===== config.mk =====
export PLATFORM = sky130hd
export DESIGN_NAME = block_packer_flat
export DESIGN_NICKNAME = d
export VERILOG_FILES = /design/src/rtl/block_packer_pkg.sv /design/src/rtl/block_packer_if.sv /design/src/rtl/block_packer_pad.sv /design/src/rtl/block_packer.sv /design/src/flat_wrapper.sv
export SDC_FILE = /design/constraint.sdc
export NUM_CORES = 1
export LEC_CHECK = 0
export CAP_MARGIN = 15
export CORE_MARGIN = 2
export CORE_UTILIZATION = 55
export DETAILED_ROUTE_END_ITERATION = 12
export PLACE_DENSITY = 0.78
export SYNTH_ARGS = -nofsm -noshare
export SYNTH_HDL_FRONTEND = slang
export SYNTH_SLANG_ARGS = --single-unit

===== constraint.sdc =====
create_clock -name clk -period 3.8 [get_ports clk]
set_input_delay 0.38 -clock clk [delete_from_list [all_inputs] [get_ports clk]]
set_output_delay 0.38 -clock clk [all_outputs]
set_load 0.05 [all_outputs]

===== src/rtl/block_packer_pkg.sv =====
// Shared types and helpers for the block packer: FSM encoding, block geometry
// and s_keep decoding.
package block_packer_pkg;

  typedef enum logic [1:0] {
    FILL     = 2'd0,
    EMIT     = 2'd1,
    EMIT_PAD = 2'd2
  } packer_state_e;

  localparam int         BLOCK_BYTES = 16;
  localparam logic [7:0] PAD_BYTE    = 8'h01;

  function automatic logic [2:0] keep_popcount(input logic [3:0] keep);
    keep_popcount = {2'b00, keep[0]} + {2'b00, keep[1]} +
                    {2'b00, keep[2]} + {2'b00, keep[3]};
  endfunction

  function automatic logic keep_legal(input logic [3:0] keep);
    case (keep)
      4'b0000, 4'b0001, 4'b0011, 4'b0111, 4'b1111: keep_legal = 1'b1;
      default:                                     keep_legal = 1'b0;
    endcase
  endfunction

endpackage


===== src/rtl/block_packer_if.sv =====
// Word-stream input and block output handshakes of the block packer.
// slave: the packer's view; master: the environment driving words and taking blocks.
interface block_packer_if;
  logic [31:0]  s_data;
  logic [3:0]   s_keep;
  logic         s_last;
  logic         s_type;
  logic         s_valid;
  logic         s_ready;
  logic [127:0] m_block;
  logic         m_type;
  logic         m_last;
  logic [4:0]   m_nbytes;
  logic         m_valid;
  logic         m_ready;

  modport slave (
    input  s_data, s_keep, s_last, s_type, s_valid, m_ready,
    output s_ready, m_block, m_type, m_last, m_nbytes, m_valid
  );

  modport master (
    output s_data, s_keep, s_last, s_type, s_valid, m_ready,
    input  s_ready, m_block, m_type, m_last, m_nbytes, m_valid
  );
endinterface


===== src/rtl/block_packer_pad.sv =====
// Combinational padder: raw byte vector (byte j at bits 8j+7:8j) to core block
// layout, inserting PAD_BYTE after the last message byte when requested.
module block_pad
  import block_packer_pkg::*;
(
  input  logic [127:0] i_raw,
  input  logic [4:0]   i_nbytes,
  input  logic         i_pad_en,
  output logic [127:0] o_block
);

  logic [7:0] w_byte;

  // Byte j of the block lands in the upper half for j < 8, lower half otherwise.
  always_comb begin
    o_block = '0;
    w_byte  = 8'h00;
    for (int j = 0; j < BLOCK_BYTES; j++) begin
      if (5'(j) < i_nbytes) begin
        w_byte = i_raw[8*j +: 8];
      end else if (i_pad_en && (5'(j) == i_nbytes)) begin
        w_byte = PAD_BYTE;
      end else begin
        w_byte = 8'h00;
      end
      if (j < 8) begin
        o_block[64 + 8*j +: 8] = w_byte;
      end else begin
        o_block[8*(j-8) +: 8] = w_byte;
      end
    end
  end

endmodule


===== src/rtl/block_packer.sv =====
// Packs a 32-bit byte stream into padded 128-bit blocks, adding a pad-only block
// when a message ends exactly on a block boundary.
module block_packer
  import block_packer_pkg::*;
(
  input  logic          clk,
  input  logic          rst_n,
  block_packer_if.slave bus,
  output logic          err
);

  packer_state_e r_state;
  logic [1:0]    r_word_cnt;
  logic [127:0]  r_acc;
  logic [4:0]    r_nbytes;
  logic          r_type;
  logic          r_pad_pend;
  logic          r_err;
  logic [127:0]  r_m_block;
  logic          r_m_type;
  logic          r_m_last;
  logic [4:0]    r_m_nbytes;

  logic [2:0]    w_cnt;
  logic [127:0]  w_acc_next;
  logic [4:0]    w_nbytes_next;
  logic          w_word_end;
  logic          w_full;
  logic          w_type_next;
  logic          w_bad_keep;
  logic [127:0]  w_pad_raw;
  logic [4:0]    w_pad_nbytes;
  logic          w_pad_en;
  logic [127:0]  w_padded;

  assign w_cnt         = keep_popcount(bus.s_keep);
  assign w_nbytes_next = r_nbytes + {2'b00, w_cnt};
  assign w_word_end    = bus.s_last || (r_word_cnt == 2'd3);
  assign w_full        = (w_nbytes_next == 5'(BLOCK_BYTES));
  assign w_type_next   = (r_word_cnt == 2'd0) ? bus.s_type : r_type;
  assign w_bad_keep    = !keep_legal(bus.s_keep) ||
                         ((bus.s_keep != 4'b1111) && !bus.s_last);

  // Append the low popcount(s_keep) bytes of the word at byte offset 4*word_cnt.
  always_comb begin
    w_acc_next = r_acc;
    for (int k = 0; k < 4; k++) begin
      w_acc_next[32*int'(r_word_cnt) + 8*k +: 8] =
        (k < int'(w_cnt)) ? bus.s_data[8*k +: 8] : r_acc[32*int'(r_word_cnt) + 8*k +: 8];
    end
  end

  // In EMIT the padder builds the pad-only block; in FILL it builds the data block.
  always_comb begin
    if (r_state == EMIT) begin
      w_pad_raw    = '0;
      w_pad_nbytes = 5'd0;
      w_pad_en     = 1'b1;
    end else begin
      w_pad_raw    = w_acc_next;
      w_pad_nbytes = w_nbytes_next;
      w_pad_en     = bus.s_last && !w_full;
    end
  end

  block_pad u_pad (
    .i_raw    (w_pad_raw),
    .i_nbytes (w_pad_nbytes),
    .i_pad_en (w_pad_en),
    .o_block  (w_padded)
  );

  // Packer FSM with registered block outputs and sticky error flag.
  always_ff @(posedge clk) begin
    if (!rst_n) begin
      r_state    <= FILL;
      r_word_cnt <= 2'd0;
      r_acc      <= '0;
      r_nbytes   <= 5'd0;
      r_type     <= 1'b0;
      r_pad_pend <= 1'b0;
      r_err      <= 1'b0;
      r_m_block  <= '0;
      r_m_type   <= 1'b0;
      r_m_last   <= 1'b0;
      r_m_nbytes <= 5'd0;
    end else begin
      case (r_state)
        FILL: begin
          if (bus.s_valid) begin
            r_err <= r_err | w_bad_keep;
            if (r_word_cnt == 2'd0) begin
              r_type <= bus.s_type;
            end
            if (w_word_end) begin
              r_m_block  <= w_padded;
              r_m_nbytes <= w_nbytes_next;
              r_m_last   <= bus.s_last && !w_full;
              r_m_type   <= w_type_next;
              r_pad_pend <= bus.s_last && w_full;
              r_state    <= EMIT;
            end else begin
              r_acc      <= w_acc_next;
              r_nbytes   <= w_nbytes_next;
              r_word_cnt <= r_word_cnt + 2'd1;
            end
          end
        end
        EMIT: begin
          if (bus.m_ready) begin
            if (r_pad_pend) begin
              r_m_block  <= w_padded;
              r_m_nbytes <= 5'd0;
              r_m_last   <= 1'b1;
              r_pad_pend <= 1'b0;
              r_state    <= EMIT_PAD;
            end else begin
              r_acc      <= '0;
              r_nbytes   <= 5'd0;
              r_word_cnt <= 2'd0;
              r_state    <= FILL;
            end
          end
        end
        EMIT_PAD: begin
          if (bus.m_ready) begin
            r_acc      <= '0;
            r_nbytes   <= 5'd0;
            r_word_cnt <= 2'd0;
            r_state    <= FILL;
          end
        end
        default: begin
          r_state <= FILL;
        end
      endcase
    end
  end

  assign bus.s_ready  = (r_state == FILL);
  assign bus.m_valid  = (r_state == EMIT) || (r_state == EMIT_PAD);
  assign bus.m_block  = r_m_block;
  assign bus.m_type   = r_m_type;
  assign bus.m_last   = r_m_last;
  assign bus.m_nbytes = r_m_nbytes;
  assign err          = r_err;

endmodule


===== src/flat_wrapper.sv =====
// flat-port wrapper written by rule: the top's interface ports become plain ports
module block_packer_flat import block_packer_pkg::*;
  (clk, rst_n, err, bus_s_data, bus_s_keep, bus_s_last, bus_s_type, bus_s_valid, bus_m_ready, bus_s_ready, bus_m_block, bus_m_type, bus_m_last, bus_m_nbytes, bus_m_valid);
  block_packer_if bus_i ();
  input  logic clk;
  input  logic rst_n;
  output logic err;
  input wire logic [$bits(bus_i.s_data)-1:0] bus_s_data;
  input wire logic [$bits(bus_i.s_keep)-1:0] bus_s_keep;
  input wire logic [$bits(bus_i.s_last)-1:0] bus_s_last;
  input wire logic [$bits(bus_i.s_type)-1:0] bus_s_type;
  input wire logic [$bits(bus_i.s_valid)-1:0] bus_s_valid;
  input wire logic [$bits(bus_i.m_ready)-1:0] bus_m_ready;
  output wire logic [$bits(bus_i.s_ready)-1:0] bus_s_ready;
  output wire logic [$bits(bus_i.m_block)-1:0] bus_m_block;
  output wire logic [$bits(bus_i.m_type)-1:0] bus_m_type;
  output wire logic [$bits(bus_i.m_last)-1:0] bus_m_last;
  output wire logic [$bits(bus_i.m_nbytes)-1:0] bus_m_nbytes;
  output wire logic [$bits(bus_i.m_valid)-1:0] bus_m_valid;
  assign bus_i.s_data = bus_s_data;
  assign bus_i.s_keep = bus_s_keep;
  assign bus_i.s_last = bus_s_last;
  assign bus_i.s_type = bus_s_type;
  assign bus_i.s_valid = bus_s_valid;
  assign bus_i.m_ready = bus_m_ready;
  assign bus_s_ready = bus_i.s_ready;
  assign bus_m_block = bus_i.m_block;
  assign bus_m_type = bus_i.m_type;
  assign bus_m_last = bus_i.m_last;
  assign bus_m_nbytes = bus_i.m_nbytes;
  assign bus_m_valid = bus_i.m_valid;
  block_packer u_core (.clk(clk), .rst_n(rst_n), .bus(bus_i), .err(err));
endmodule

==> run metrics <==
status=complete, no violations; unrepaired setup endpoints after global routing=no; IO buf count=179; CP required=4250 ps; Final ANT Viol Nets=0; most common library cells after synthesis=dfxtp_1 (275), nand2_1 (153), nor2_1 (133); leading area contributor after synthesis=dfxtp_1; critical path class=primary input to flop; Final WS setup=229 ps; CTS max path bufs=3; iteration count of the initial detailed-routing pass=6; Post-Route WL=40300 um; Post-DP HPWL=27400 um; CTS tree=yes; Synthesis Warnings=0; multi-input gate area in the final layout=6500 um^2; Primary FF master, synth=dfxtp_1; Worst Tran Pin Value=968 ps; area of the die=24100 um^2; Leak Pwr=5.58 nW; Setup Skew=13.3 ps; period utilisation layout=0.940; Vias/cell=6.46; Final min period=3570 ps; number of hold buffers added after cts=0; Power Density=470 nW/um^2; post-synth top area share=0.438; routed len/inst=20.9 um; DR vias=12500; Final Hold Vio Count=0; endpoint class of the critical path=flop; worst hold margin=440 ps; Reg clk slew, reported paths=60 ps; Synth area leaders=dfxtp_1 (44%), nand2_1 (4.6%), a22oi_1 (4.1%), nor2_1 (4.0%), a211oi_1 (3.5%); Setup TNS Final=0 ps; cells along the critical path=clkdlybuf4s50_1, inv_1, ha_1, inv_1, fa_1, inv_1, ha_1, fa_1, xor2_2, nand2_1, nor4_1, o21ai_1, buf_4, o21ai_0; largest net degree at the start of global routing=85; slowest CP cell=fa_1; Worst-Skew Late Latency=550 ps; Worst path max stage delay=500 ps; Worst R2R Setup Slack=660 ps; DRT iter0 DRCs=1359; Max Transition Viols Final=0; syn avg cell area=8.77 um^2; dpl cells=1882; total CTS buffers=28; Placer Congestion=0.969; Netlist Area Pre-Place=12600 um^2; Synth async-reset ratio=0; Area Overhead vs Synth=27.9%; # IOs=180; share of layout cells above drive strength 1=0.113; Non-Filler Instances=1934; Mapped Cells=1432; FILL cells=1732; Critical Path Most Common Cell=inv_1; max-cap violations=0; Slew headroom=0.355; H-tree lvl count=1; Seq/Total Area, Yosys=0.438; vias in the first global route=11600; # diodes=0; total gr overflow=0; Remaining DRCs=0; FP Rows=55; # resized after CTS=0; #FFs+latches synth=275; die width=155 um; hold crit path type=flop to flop; initial antenna violation count=0; Max Freq=280 MHz; EDFF count, synth=0; Crit path max-delay family=adder cells; Root Driver=clkbuf_16; Final Setup Violations=0; Unique masters post-synth=77; FF/Latch Area=5510 um^2; clk sinks=275; All-Layer GR Usage=0.326; first-pass GRT wire length=63500 um; crit path launch type=primary input; Starting Density=0.558; count leader, synth=dfxtp_1; crit path buf inv count=5; Nets=1689; core area=22500 um^2; Post-Syn Nets=1494; Die Y=155 um; maximum vdd drop=0.378 mV; CP max FO=7; Worst EP arrival=4020 ps; Placement Setup Slack=-248 ps; # Post-CTS Setup Buffers=0
## final cells by class
type,count,share of cell area
Tap cell,285,0.0222
Clock inverter,6,0.00677
Multi-Input combinational cell,1018,0.405
Inverter,20,0.00483
Timing Repair Buffer,284,0.164
Sequential cell,275,0.343
Clock buffer,46,0.0547
## where the power goes
group,switching [mW],internal (mW)
Sequential,0.0757,2.97
Combinational,1.00,0.566
Clock,1.16,1.78
## worst min-delay path, delay by kind of cell, from the launching register on
family	cells	cell delay (ps)
AND/OR/NAND/NOR	2	90
flip-flops	1	310
## registers in the layout, indices dropped and copies added (netlist names)
name	cells
u_core.r_type	1
u_core.r_word_cnt	2
u_core.r_nbytes	5
u_core.r_acc	128
u_core.r_pad_pend	1
u_core.r_state	2
u_core.bus.m_last	1
u_core.bus.m_nbytes	5
u_core.bus.m_block	128
u_core.bus.m_type	1
u_core.err	1
## cells in the final DEF, fill, tap and decap left out, types with 19 or more instances in the layout
cell type,netlist,routed
nor2b_1,41,41
a32o_1,19,19
buf_4,5,100
a22o_1,40,40
a221oi_1,30,30
clkbuf_16,0,29
nor3_1,43,43
o21ai_0,71,71
nand2_1,153,153
a21oi_1,68,68
a22oi_1,68,68
clkdlybuf4s50_1,0,179
nor2_1,133,132
dfxtp_1,275,275
a2bb2oi_1,24,24
or3_1,24,24
o21ai_1,21,21
a32oi_1,37,37
nand3b_1,19,19
a211oi_1,59,59
## cells by family after synthesis
kind of cell             after synthesis  share of synthesized area
AO/OA/AOI/OAI                        506                      0.296
XOR/XNOR                               2                    0.00259
adder cells (fa/ha/maj)               20                     0.0211
buffers and inverters                139                     0.0469
flip-flops                           275                      0.438
multiplexers                          21                     0.0179
AND/OR/NAND/NOR                      469                      0.177
## through the flow
step | power [mW] | cell area, um^2 | utilization
3_3_place_gp | 4.62 | 15100 | 0.670
5_1_grt | 7.79 | 16100 | 0.714
2_1_floorplan | 4.03 | 12600 | -
6_report | 7.55 | 16100 | 0.714
4_1_cts | 7.53 | 16100 | 0.714
3_5_place_dp | 4.63 | 15100 | 0.670
## per-layer routing
layer | vias up | GRT usage | share of wire | wire length [um]
met3 | 106 | 0.0635 | 0.091 | 3650
met2 | 683 | 0.509 | 0.45 | 18200
met4 | 0 | 0.119 | 0.034 | 1380
met1 | 5983 | 0.451 | 0.42 | 17100
li1 | 5729 | - | - | -
met5 | - | 0 | 0 | 0
## final timing paths
| check | startpoint | endpoint | cells past startpoint |
|---|---|---|---|
| setup / recovery | bus_s_keep[0] | u_core.bus.m_block[46] | 14 |
| hold / removal | u_core.bus.m_block[50] | u_core.bus.m_block[50] | 2 |
| setup reg to reg | u_core.r_word_cnt[0] | u_core.r_acc[81] | 9 |
| hold reg to reg | u_core.bus.m_block[50] | u_core.bus.m_block[50] | 2 |
(Power assumes the default switching activity.)
